### src/rtl/shared_adder_arbiter.sv
// shared_adder_arbiter: one WIDTH-bit adder shared by NREQ requesters.
// A round-robin arbiter grants one valid/ready request at a time. The
// registered sum comes back on a single response channel tagged with the
// requester id. Only one transaction is in flight at a time.
//
// Ports
//   clk        clock, rising edge
//   rst_n      asynchronous active-low reset
//   req_valid  per-requester request valid                  [NREQ]
//   req_ready  per-requester accept, one-hot or zero (comb)  [NREQ]
//   req_a      operand A, requester i at [i*WIDTH +: WIDTH]  [NREQ*WIDTH]
//   req_b      operand B, same packing as req_a              [NREQ*WIDTH]
//   rsp_valid  response valid
//   rsp_ready  response accepted by the consumer
//   rsp_sum    (A+B) mod 2^WIDTH                             [WIDTH]
//   rsp_id     index of the granted requester                [IDW]
//   rsp_ovf    adder carry-out (only with SHARED_ADDER_OVF_EN)
//
// Build option: define SHARED_ADDER_OVF_EN to add the rsp_ovf port and the
// carry register.
module shared_adder_arbiter #(
    parameter int unsigned  WIDTH = 6,
    parameter int unsigned  NREQ  = 4,
    localparam int unsigned IDW   = $clog2(NREQ)
) (
    input  logic                  clk,
    input  logic                  rst_n,
    input  logic [NREQ-1:0]       req_valid,
    output logic [NREQ-1:0]       req_ready,
    input  logic [NREQ*WIDTH-1:0] req_a,
    input  logic [NREQ*WIDTH-1:0] req_b,
    output logic                  rsp_valid,
    input  logic                  rsp_ready,
    output logic [WIDTH-1:0]      rsp_sum,
    output logic [IDW-1:0]        rsp_id
`ifdef SHARED_ADDER_OVF_EN
    ,
    output logic                  rsp_ovf
`endif
);

    typedef enum logic {
        IDLE = 1'b0,
        RESP = 1'b1
    } state_t;

    state_t           state_q, state_d;
    logic [IDW-1:0]   rr_ptr_q, rr_ptr_d;
    logic             grant_found;
    logic [IDW-1:0]   grant_idx;
    logic [IDW-1:0]   grant_next;
    logic             accept;
    logic [WIDTH-1:0] op_a, op_b;
    logic [WIDTH-1:0] add_sum;

    // Round-robin search: first valid requester starting at rr_ptr, wrapping.
    always_comb begin
        grant_found = 1'b0;
        grant_idx   = '0;
        for (int unsigned k = 0; k < NREQ; k++) begin
            logic [IDW-1:0] cand;
            cand = IDW'((32'(rr_ptr_q) + k) % NREQ);
            if (!grant_found && req_valid[cand]) begin
                grant_found = 1'b1;
                grant_idx   = cand;
            end
        end
    end

    // Pointer moves to the requester after the winner; explicit wrap since
    // NREQ need not be a power of two.
    assign grant_next = (grant_idx == IDW'(NREQ - 1)) ? '0 : grant_idx + IDW'(1);

    // Operand mux in front of the single shared adder.
    assign op_a = req_a[32'(grant_idx) * WIDTH +: WIDTH];
    assign op_b = req_b[32'(grant_idx) * WIDTH +: WIDTH];

`ifdef SHARED_ADDER_OVF_EN
    logic [WIDTH:0] add_full;
    logic           ovf_q;
    assign add_full = {1'b0, op_a} + {1'b0, op_b};
    assign add_sum  = add_full[WIDTH-1:0];
`else
    assign add_sum  = op_a + op_b;
`endif

    // Next-state, grant and pointer update.
    always_comb begin
        state_d   = state_q;
        rr_ptr_d  = rr_ptr_q;
        req_ready = '0;
        accept    = 1'b0;
        case (state_q)
            IDLE: begin
                if (grant_found) begin
                    req_ready[grant_idx] = 1'b1;
                    accept               = 1'b1;
                    state_d              = RESP;
                    rr_ptr_d             = grant_next;
                end
            end
            RESP: begin
                if (rsp_ready) begin
                    state_d = IDLE;
                end
            end
            default: state_d = IDLE;
        endcase
    end

    // State and arbitration pointer.
    always_ff @(posedge clk or negedge rst_n) begin
        if (!rst_n) begin
            state_q  <= IDLE;
            rr_ptr_q <= '0;
        end else begin
            state_q  <= state_d;
            rr_ptr_q <= rr_ptr_d;
        end
    end

    // Result registers; held unchanged while the response is pending.
    always_ff @(posedge clk or negedge rst_n) begin
        if (!rst_n) begin
            rsp_sum <= '0;
            rsp_id  <= '0;
`ifdef SHARED_ADDER_OVF_EN
            ovf_q   <= 1'b0;
`endif
        end else if (accept) begin
            rsp_sum <= add_sum;
            rsp_id  <= grant_idx;
`ifdef SHARED_ADDER_OVF_EN
            ovf_q   <= add_full[WIDTH];
`endif
        end
    end

    assign rsp_valid = (state_q == RESP);

`ifdef SHARED_ADDER_OVF_EN
    assign rsp_ovf = ovf_q;
`endif

endmodule

### config.mk
export PLATFORM = sky130hd
export DESIGN_NAME = shared_adder_arbiter
export DESIGN_NICKNAME = d
export VERILOG_FILES = /design/src/rtl/shared_adder_arbiter.sv
export SDC_FILE = /design/constraint.sdc
export NUM_CORES = 1
export LEC_CHECK = 0
export ABC_AREA = 1
export CORE_MARGIN = 4
export CORE_UTILIZATION = 42
export CTS_CLUSTER_DIAMETER = 80
export CTS_CLUSTER_SIZE = 25
export DETAILED_ROUTE_END_ITERATION = 8
export DONT_BUFFER_PORTS = 1
export PLACE_DENSITY = 0.63
export SLEW_MARGIN = 10
export SYNTH_ARGS = -nofsm -noshare
export SYNTH_HDL_FRONTEND = slang
export SYNTH_SLANG_ARGS = --single-unit
### constraint.sdc
create_clock -name clk -period 3.64 [get_ports clk]
set_input_delay 0.364 -clock clk [delete_from_list [all_inputs] [get_ports clk]]
set_output_delay 0.364 -clock clk [all_outputs]
set_load 0.02 [all_outputs]
# After elaboration in Yosys (flattened, before gate mapping)
# Index checks and enable logic that the tools add are counted.
word_totals:
  output_inout_bits: 13
  mem_count: 0
  latch_bits: 0
  ff_bits: 11
  wordCells: 53
  input_bits: 55
  ram_bits: 0
  romBits: 0
classes:
  addsub: 5
  reduce_logical: 8
  shift: 2
  magnitude_cmp: 6
  n_bitwise: 1
  muxes: 25
  n_eq_ne: 1
  n_div: 0
  n_mul: 1
op_table:
  columns: ["operator", "count"]
  rows:
  - ["$shiftx 24x6->6", 2]
  - ["$lt 2x3->1 const B", 5]
  - ["$mux 1", 12]
  - ["$mux 2", 5]
  - ["$bmux 1 s2", 4]
  - ["$mux 4", 2]
  - ["$add 6x6->6", 1]
  - ["$add 2x1->2 const B", 2]
  - ["$add 2x2->2 const B", 2]
  - ["$logic_and 1x1->1", 4]
  - ["$mul 2x2->4 const B", 1]
  - ["$logic_not 1->1", 3]
  - ["$demux 1 s2", 1]
  - ["$eq 2x2->1 const B", 1]
  - ["$ge 2x1->1 const B", 1]
  - ["$pmux 1 s2", 1]
  - ["$reduce_and 2->1", 1]
  - ["$not 1->1", 1]

# Logic depth before layout (Yosys ltp)
# Gate-level depths: netlist (run 1).
depth:
  word_depth: 18
  ltp_mapped: 26
  depth_no_buf: 24

# Worst setup path after synthesis (run 1)
# OpenSTA, ideal clock, no wires.
synth_timing:
  path_kind: "flip-flop to flip-flop"
  from: "reg rr_ptr_q[0]"
  to: "reg rsp_sum[4]"
  path_slack_ns: 0.940
  setup_time_ns: 0.127
  synth_period_minus_slack_ns: 2.700
  n_path_buf: 2
  path_stages_with_launch: 20
  required_time_ns: 3.513
  arrival_time_ns: 2.573
  path_cell_list: "dfrtp_1 > inv_2 > buf_6 > nand2_2 > nand3_1 > nand2_2 > nor2_8 > nand3_1 > nand3_2 > nand2_4 > clkinv_4 > buf_8 > o21ai_1 > o22ai_1 > ha_1 > inv_1 > fa_1 > o21ai_0 > xor2_1 > o21ai_0"
synth_via:
  elab_chain_cells: 15
  elab_cells_between_ends: 31
  classes_between: "4 x add/sub; 1 x mul; 2 x shift; 18 x mux; 6 x reduce/logical"
synth_lines:
  columns: ["item", "line", "source"]
  rows:
  - ["from (decl)", "48", "logic [IDW-1:0] rr_ptr_q, rr_ptr_d;"]
  - ["from (signal assigned)", "118", "rr_ptr_q <= rr_ptr_d;"]
  - ["branches (longest 11 deep; another with $add 2x1->2)", null, null]
  - ["$mux 2 *", "63", "if (!grant_found && req_valid[cand]) begin"]
  - ["via grant_idx[1]", "50", "logic [IDW-1:0] grant_idx;"]
  - ["$mul 2x2->4 *", "75, 76", null]
  - ["$shiftx 24x6->6, on equally long branches", "75, 76", null]
  - ["$add 6x6->6 *", "84", "assign add_sum = op_a + op_b;"]
  - ["to (signal assigned)", "131", "rsp_sum <= add_sum;"]
  - ["to (decl)", "34", "output logic [WIDTH-1:0] rsp_sum,"]
# Mark *: on every way through the listed nets, which the timed path passes. The select of a mux whose other input is x is not followed.
# A chain may end at the register's enable or synchronous reset.

# Worst setup path after layout (run 1)
layout_timing:
  from: "reg rr_ptr_q[0]"
  to: "reg rsp_sum[4]"
layout_via:
  elab_chain_cells: 15
  elab_cells_between_ends: 31
  classes_between: "4 x add/sub; 1 x mul; 2 x shift; 18 x mux; 6 x reduce/logical"
layout_lines:
  columns: ["item"]
  rows:
  - ["branches (longest 15 deep; another with $mul 2x2->4)"]
# Several ways; the timed one is not identified. The select of a mux whose other input is x is not followed.

==> results of run 1 <==
==> kinds of logic after synthesis <==
logic type | synth area share, %
adders and majority gates | 9.06
and+or+nand+nor | 40.9
buffers and inverters | 13.2
AOI/OAI and AO/OA | 13.8
xor gates and xnor gates | 4.19
DFF | 18.8
==> path summary, 6_finish.rpt <==
check / startpoint / end / slack [ps] / cells past startpoint
worst max-delay path: rr_ptr_q[0] / rsp_sum[4] / 390 / 17
worst min-delay path: rsp_ready / rsp_valid / 190 / 1
worst max register to register: rr_ptr_q[0] / rsp_sum[4] / 390 / 17
worst min register to register: rsp_sum[1] / rsp_sum[1] / 640 / 2
max in group asynchronous: rst_n / rr_ptr_q[0] / 2800 / 1
min in group asynchronous: rst_n / rsp_sum[5] / 490 / 1
==> cell usage in the layout (no fill, tap or decap), drive strengths merged, types with 2 or more instances in the layout <==
master	n
inv	22
a21oi	4
xor2	2
o21ai	25
clkbuf	4
ha	9
nor2	23
dfrtp	11
nand3	22
o22ai	7
xnor2	5
nand2	73
==> Yosys cell counts (5+ instances only) <==
library cell  number  area share [%]
inv_2              6             1.5
nand2_2           17             7.3
o21ai_0           11             3.8
xnor2_1            5             3.0
inv_1             15             3.8
ha_1               9             7.7
nand3_1           13             4.4
dfrtp_1           11              19
nand3_2            7             4.8
nor2_1            21             5.4
o21ai_1           13             4.4
nand2_1           55              14
buf_6              6             4.6
o22ai_1            7             3.0
==> registers in the layout (all words and copies together), names as in the netlist <==
signal,flops
rsp_sum,6
rr_ptr_q,2
rsp_id,2
rsp_valid,1
==> layout make-up <==
class	instances	area [µm²]	share of cell area, %
clock buffers	4	26.3	1.79
inverters	23	93.8	6.40
multi-input cells	172	995	67.8
flip-flops and latches	11	277	18.9
well taps	46	57.6	3.92
repair buffers	2	17.5	1.19
==> metrics by stage <==
step                instance area [µm²]  hold WS, ps  setup WS, ps  util, %
floorplan                          1460         68.4           940        -
global placement                   1430         68.7           340     42.5
detailed placement                 1430         68.7           321     42.5
CTS                                1470          179           302     43.6
global route                       1470          179          10.1     43.6
finish                             1470          190           393     43.6
==> worst register-to-register path: stages (launching register included) <==
cell and delay (ps):
dfrtp_2 490, inv_2 200, nand2_1 90, nand2_2 120, nand2_1 80, inv_1 100
nor2_2 60, nand3_4 110, nand3_4 210, inv_4 270, o21ai_1 100, o22ai_1 180
ha_1 210, inv_1 60, fa_1 390, o21ai_0 220, xor2_1 150, o21ai_0 90
==> per-layer routing <==
layer | vias to the layer above | wire (µm) | GRT usage (%)
li1 | 688 | - | -
met1 | 554 | 1510 | 20.6
met2 | 59 | 1560 | 26.5
met3 | 0 | 326 | 3.71
met4 | 0 | 0 | 3.04
met5 | - | 0 | 0
==> what timing repair did <==
action                                 4_1_cts  5_1_grt
setup endpoints to repair                    0        1
endpoints found under the hold margin       11        0
resized for setup                            0        1
hold buffers                                 1        0
==> results.toml, run 1 <==
[detailed_routing]
routed_wl_um = 3400
vias = 1301
post_drt_wl_per_cell_um = 13.2
viasPerCell = 5.04
drc = 0
drt_pass1_iterations = 4
first_iter_violations = 65
drtAntennaViolNets = 0

[hold_path]
hold_class = "in -> reg"

[logic_synthesis]
yosysUniqueCellTypes = 28
synth_edf_count = 0
ys_async_sr_fraction_pct = 100
yosys_warnings = 0
dominantRegCellSynth = "dfrtp_1"
synth-seq-cells = 11
yosysSeqAreaShare_pct = 18.8
syn_area_um2 = 1460
avgSynthCellArea_um2 = 6.78
syn_nets = 281
syn_inst = 216

[die]
num_io_pins = 68
core_area_um2 = 3360
die_x_um = 67.0
rows = 21
die_area_um2 = 4490
die-height_um = 67.0
initial_core_util_pct = 43.5

[cts]
cts.path.max_buffers = 2
cts_tree = "built"
cts_max_level = 1
cts-root-buf = "clkbuf_4"
clkLatencyLatePin_ps = 260
postCtsSetupBuffers = 0
clkTransAtPathRegs_ps = 70
cts_sinks = 11
cts_buffers = 3

[grt]
grt_pass1_vias = 1275
grt_pass1_wl_um = 5640
grt_max_degree = 23
grt-ovfl-total = 0
grt_antenna_before_repair = 0
track_usage_pct = 15.8

[layout]
nets = 278
area_growth_syn_to_layout_pct = 0.171
nFillCells = 379
diodes = 0
drive_gt1_share_pct = 20.3
final_cells = 258

[worst_setup_path]
path_max_fanout = 22
worstSetupEndpointType = "register"
crit_path_cell_trace = "inv_2 > nand2_1 > nand2_2 > nand2_1 > inv_1 > nor2_2 > nand3_4 > nand3_4 > inv_4 > o21ai_1 > o22ai_1 > ha_1 > inv_1 > fa_1 > o21ai_0 > xor2_1 > o21ai_0"
path_delay_family = "simple AND/OR/NAND/NOR gates"
max_stage_delay_ps = 490
cp_num_buf_inv = 4
criticalPathCategory = "reg -> reg"
critPathSlowestCell = "dfrtp_2"
cp.required_ps = 3770
critPathLaunchType = "register"
critPathArrivalTime_ps = 3370

[outcome]
status = "complete, no violations"

[timing]
fin_worst_skew_ps = 1.20
rsz0062_at_grt = "no"
hold_viol = 0
fin_crit_ps = 3250
tns_ps = 0
slew_viol_final = 0
worstMarginPinSlew_ps = 565
relSlewSlack_pct = 62.2
finalSetupViolations = 0
clock.fmax_ghz = 0.308
finalCritPeriodShare_pct = 89.2

[placement]
io_buffers = 0
dp.cells = 253
place_congestion = 0.817
hpwl_um = 2830

[run]
drv_cap = 0
Power of run 1 is not shown: default switching activity piles up to over one toggle a cycle in this logic, so the estimate is an artifact.
==> inputs of run 2 (changes only) <==
CTS_CLUSTER_DIAMETER = not set   (was 80)
==> results of run 2 <==
Same layout as run 1: the final DEF is identical, and so are final timing and power.
Power of run 2 is left out for the same reason.
==> inputs of run 3 (changes only) <==
CTS_BUF_LIST = sky130_fd_sc_hd__clkbuf_8   (was not set)
PLACE_DENSITY = not set   (was 0.63)
TNS_END_PERCENT = 100   (was not set)
==> run 3 against run 2 <==
  * First-iteration DRC count down 11%
  * Via count down 0.92%
  * Largest cell class unchanged
  * Non-clock buffer count unchanged
  * Critical path depth did not move
  * Global-route usage fell by 0.21 points
  * Register-to-register slack gained 110 ps
  * Hold slack better by 37 ps
  * Critical endpoint unchanged
  * Utilization up 0.78 points
  * Count of clock-buffer cells in the layout shrank 1
==> results.toml, run 3 (synthesized netlist as in run 1, its figures left out) <==
[layout]
diodes = 0
final_common_cell = "nand2_1"
nFillCells = 377
reg_top3 = "rsp_sum (6), rr_ptr_q (2), rsp_id (2)"
nets = 278
regArea_um2 = 277
multiInputGateArea_um2 = 995
drive_gt1_share_pct = 20.3
fin_util_pct = 44.4
fin_area_um2 = 1490
area_growth_syn_to_layout_pct = 1.97
top_register = "rsp_sum"
largest_reg_flops = 6
layout_common_cells = "nand2_1 (55), nor2_1 (21), nand2_2 (17)"

[detailed_routing]
first_iter_violations = 58
vias = 1289
drtAntennaViolNets = 0
drc = 0
routed_wl_um = 3310
viasPerCell = 5.00
drt_pass1_iterations = 4
post_drt_wl_per_cell_um = 12.8

[grt]
grt_pass1_vias = 1206
grt_max_degree = 23
track_usage_pct = 15.6
grt_pass1_wl_um = 5510
grt_antenna_before_repair = 0
grt-ovfl-total = 0

[cts]
cts_buffers = 3
cts.path.max_buffers = 2
cts_max_level = 1
cts-root-buf = "clkbuf_8"
clkLatencyLatePin_ps = 230
clkTransAtPathRegs_ps = 50
postCtsSetupBuffers = 0
cts_sinks = 11
cts_tree = "built"

[worst_setup_path]
r2r_start = "rr_ptr_q[0]"
critPathArrivalTime_ps = 3230
worstSetupEndpointType = "register"
worstRegToRegCells = 17
r2r_end = "rsp_sum[4]"
critPathLaunchType = "register"
regToRegSetupSlack_ps = 500
cp.required_ps = 3730
path_max_fanout = 22
criticalPathCategory = "reg -> reg"

[die]
num_io_pins = 68
initial_core_util_pct = 43.5
die-height_um = 67.0
core_area_um2 = 3360
rows = 21
die_area_um2 = 4490
die_x_um = 67.0

[timing]
finalCritPeriodShare_pct = 86.3
relSlewSlack_pct = 60.8
clock.fmax_ghz = 0.318
fin_worst_skew_ps = 3.52
rsz0062_at_grt = "no"
finalWorstSetupSlack_ps = 500
finalSetupViolations = 0
worstMarginPinSlew_ps = 586
tns_ps = 0
slew_viol_final = 0
fin_crit_ps = 3140
hold_viol = 0

[placement]
io_buffers = 0
hpwl_um = 2710
post_dp_cell_area_um2 = 1430
place_congestion = 0.850
dp_slack_ps = 313

[hold_path]
hold_depth = 1
hp-start = "rsp_ready"
holdPathEnd = "rsp_valid"
hold_class = "in -> reg"

[run]
drv_cap = 0

[outcome]
status = "complete, no violations"
-- run 3: changes by cell type in the layout (fill, tap and decap cells not counted) --
cell      change
inv_1         +1
clkbuf_4      -3
inv_8         +1
clkbuf_8      +3
clkbuf_1      -1
inv_2         -1
-- run 3: area by class of cell --
class	instances	share of cell area, %
Timing Repair Buffer	2	1.17
Inverter	23	6.79
Clock buffer	3	2.77
Clock inverter	1	0.251
Sequential cell	11	18.5
Tap cell	46	3.86
Multi-Input combinational cell	172	66.6
-- run 3: worst max path at each step --
stage | from | endpoint | slack (ps) | depth (start not counted)
6_report | rr_ptr_q[0] | rsp_sum[4] | 500 | 17
5_1_grt | rr_ptr_q[0] | rsp_sum[4] | 70 | 17
4_1_cts | rr_ptr_q[0] | rsp_sum[4] | 310 | 18
3_5_place_dp | rr_ptr_q[0] | rsp_sum[4] | 310 | 18
3_3_place_gp | rr_ptr_q[0] | rsp_sum[4] | 350 | 18
2_1_floorplan | rr_ptr_q[0] | rsp_sum[4] | 940 | 19
-- run 3: repair_timing --
item | 4_1_cts | 5_1_grt
hold buffers | 1 | 0
gates resized for setup | 0 | 4
endpoints found under the setup margin | 0 | 2
endpoints found under the hold margin | 11 | 0
-- run 3: worst max-delay path, stage by stage (launching register included) --
cell	delay, ps
dfrtp_2	490
inv_4	150
nand2_1	80
nand2_2	120
nand2_1	80
inv_1	90
nor2_2	50
nand3_4	100
nand3_4	230
inv_8	220
o21ai_1	80
o22ai_1	200
ha_1	200
inv_1	50
fa_1	380
o21ai_0	230
xor2_1	150
o21ai_0	100
-- run 3: metrics by stage --
stage	cells	hold slack [ps]
2_1_floorplan	216	68.4
3_3_place_gp	253	68.7
3_5_place_dp	253	68.7
4_1_cts	258	224
5_1_grt	258	242
6_report	258	227
-- run 3: metal layers --
layer	up-vias	share of wire [%]	wire, µm	track usage (%)
li1	690	-	-	-
met1	546	47	1560	23.0
met2	51	44	1450	23.4
met3	2	8.6	284	2.87
met4	0	0.39	13	3.04
met5	-	0	0	0
Power of run 3 is left out for the same reason.
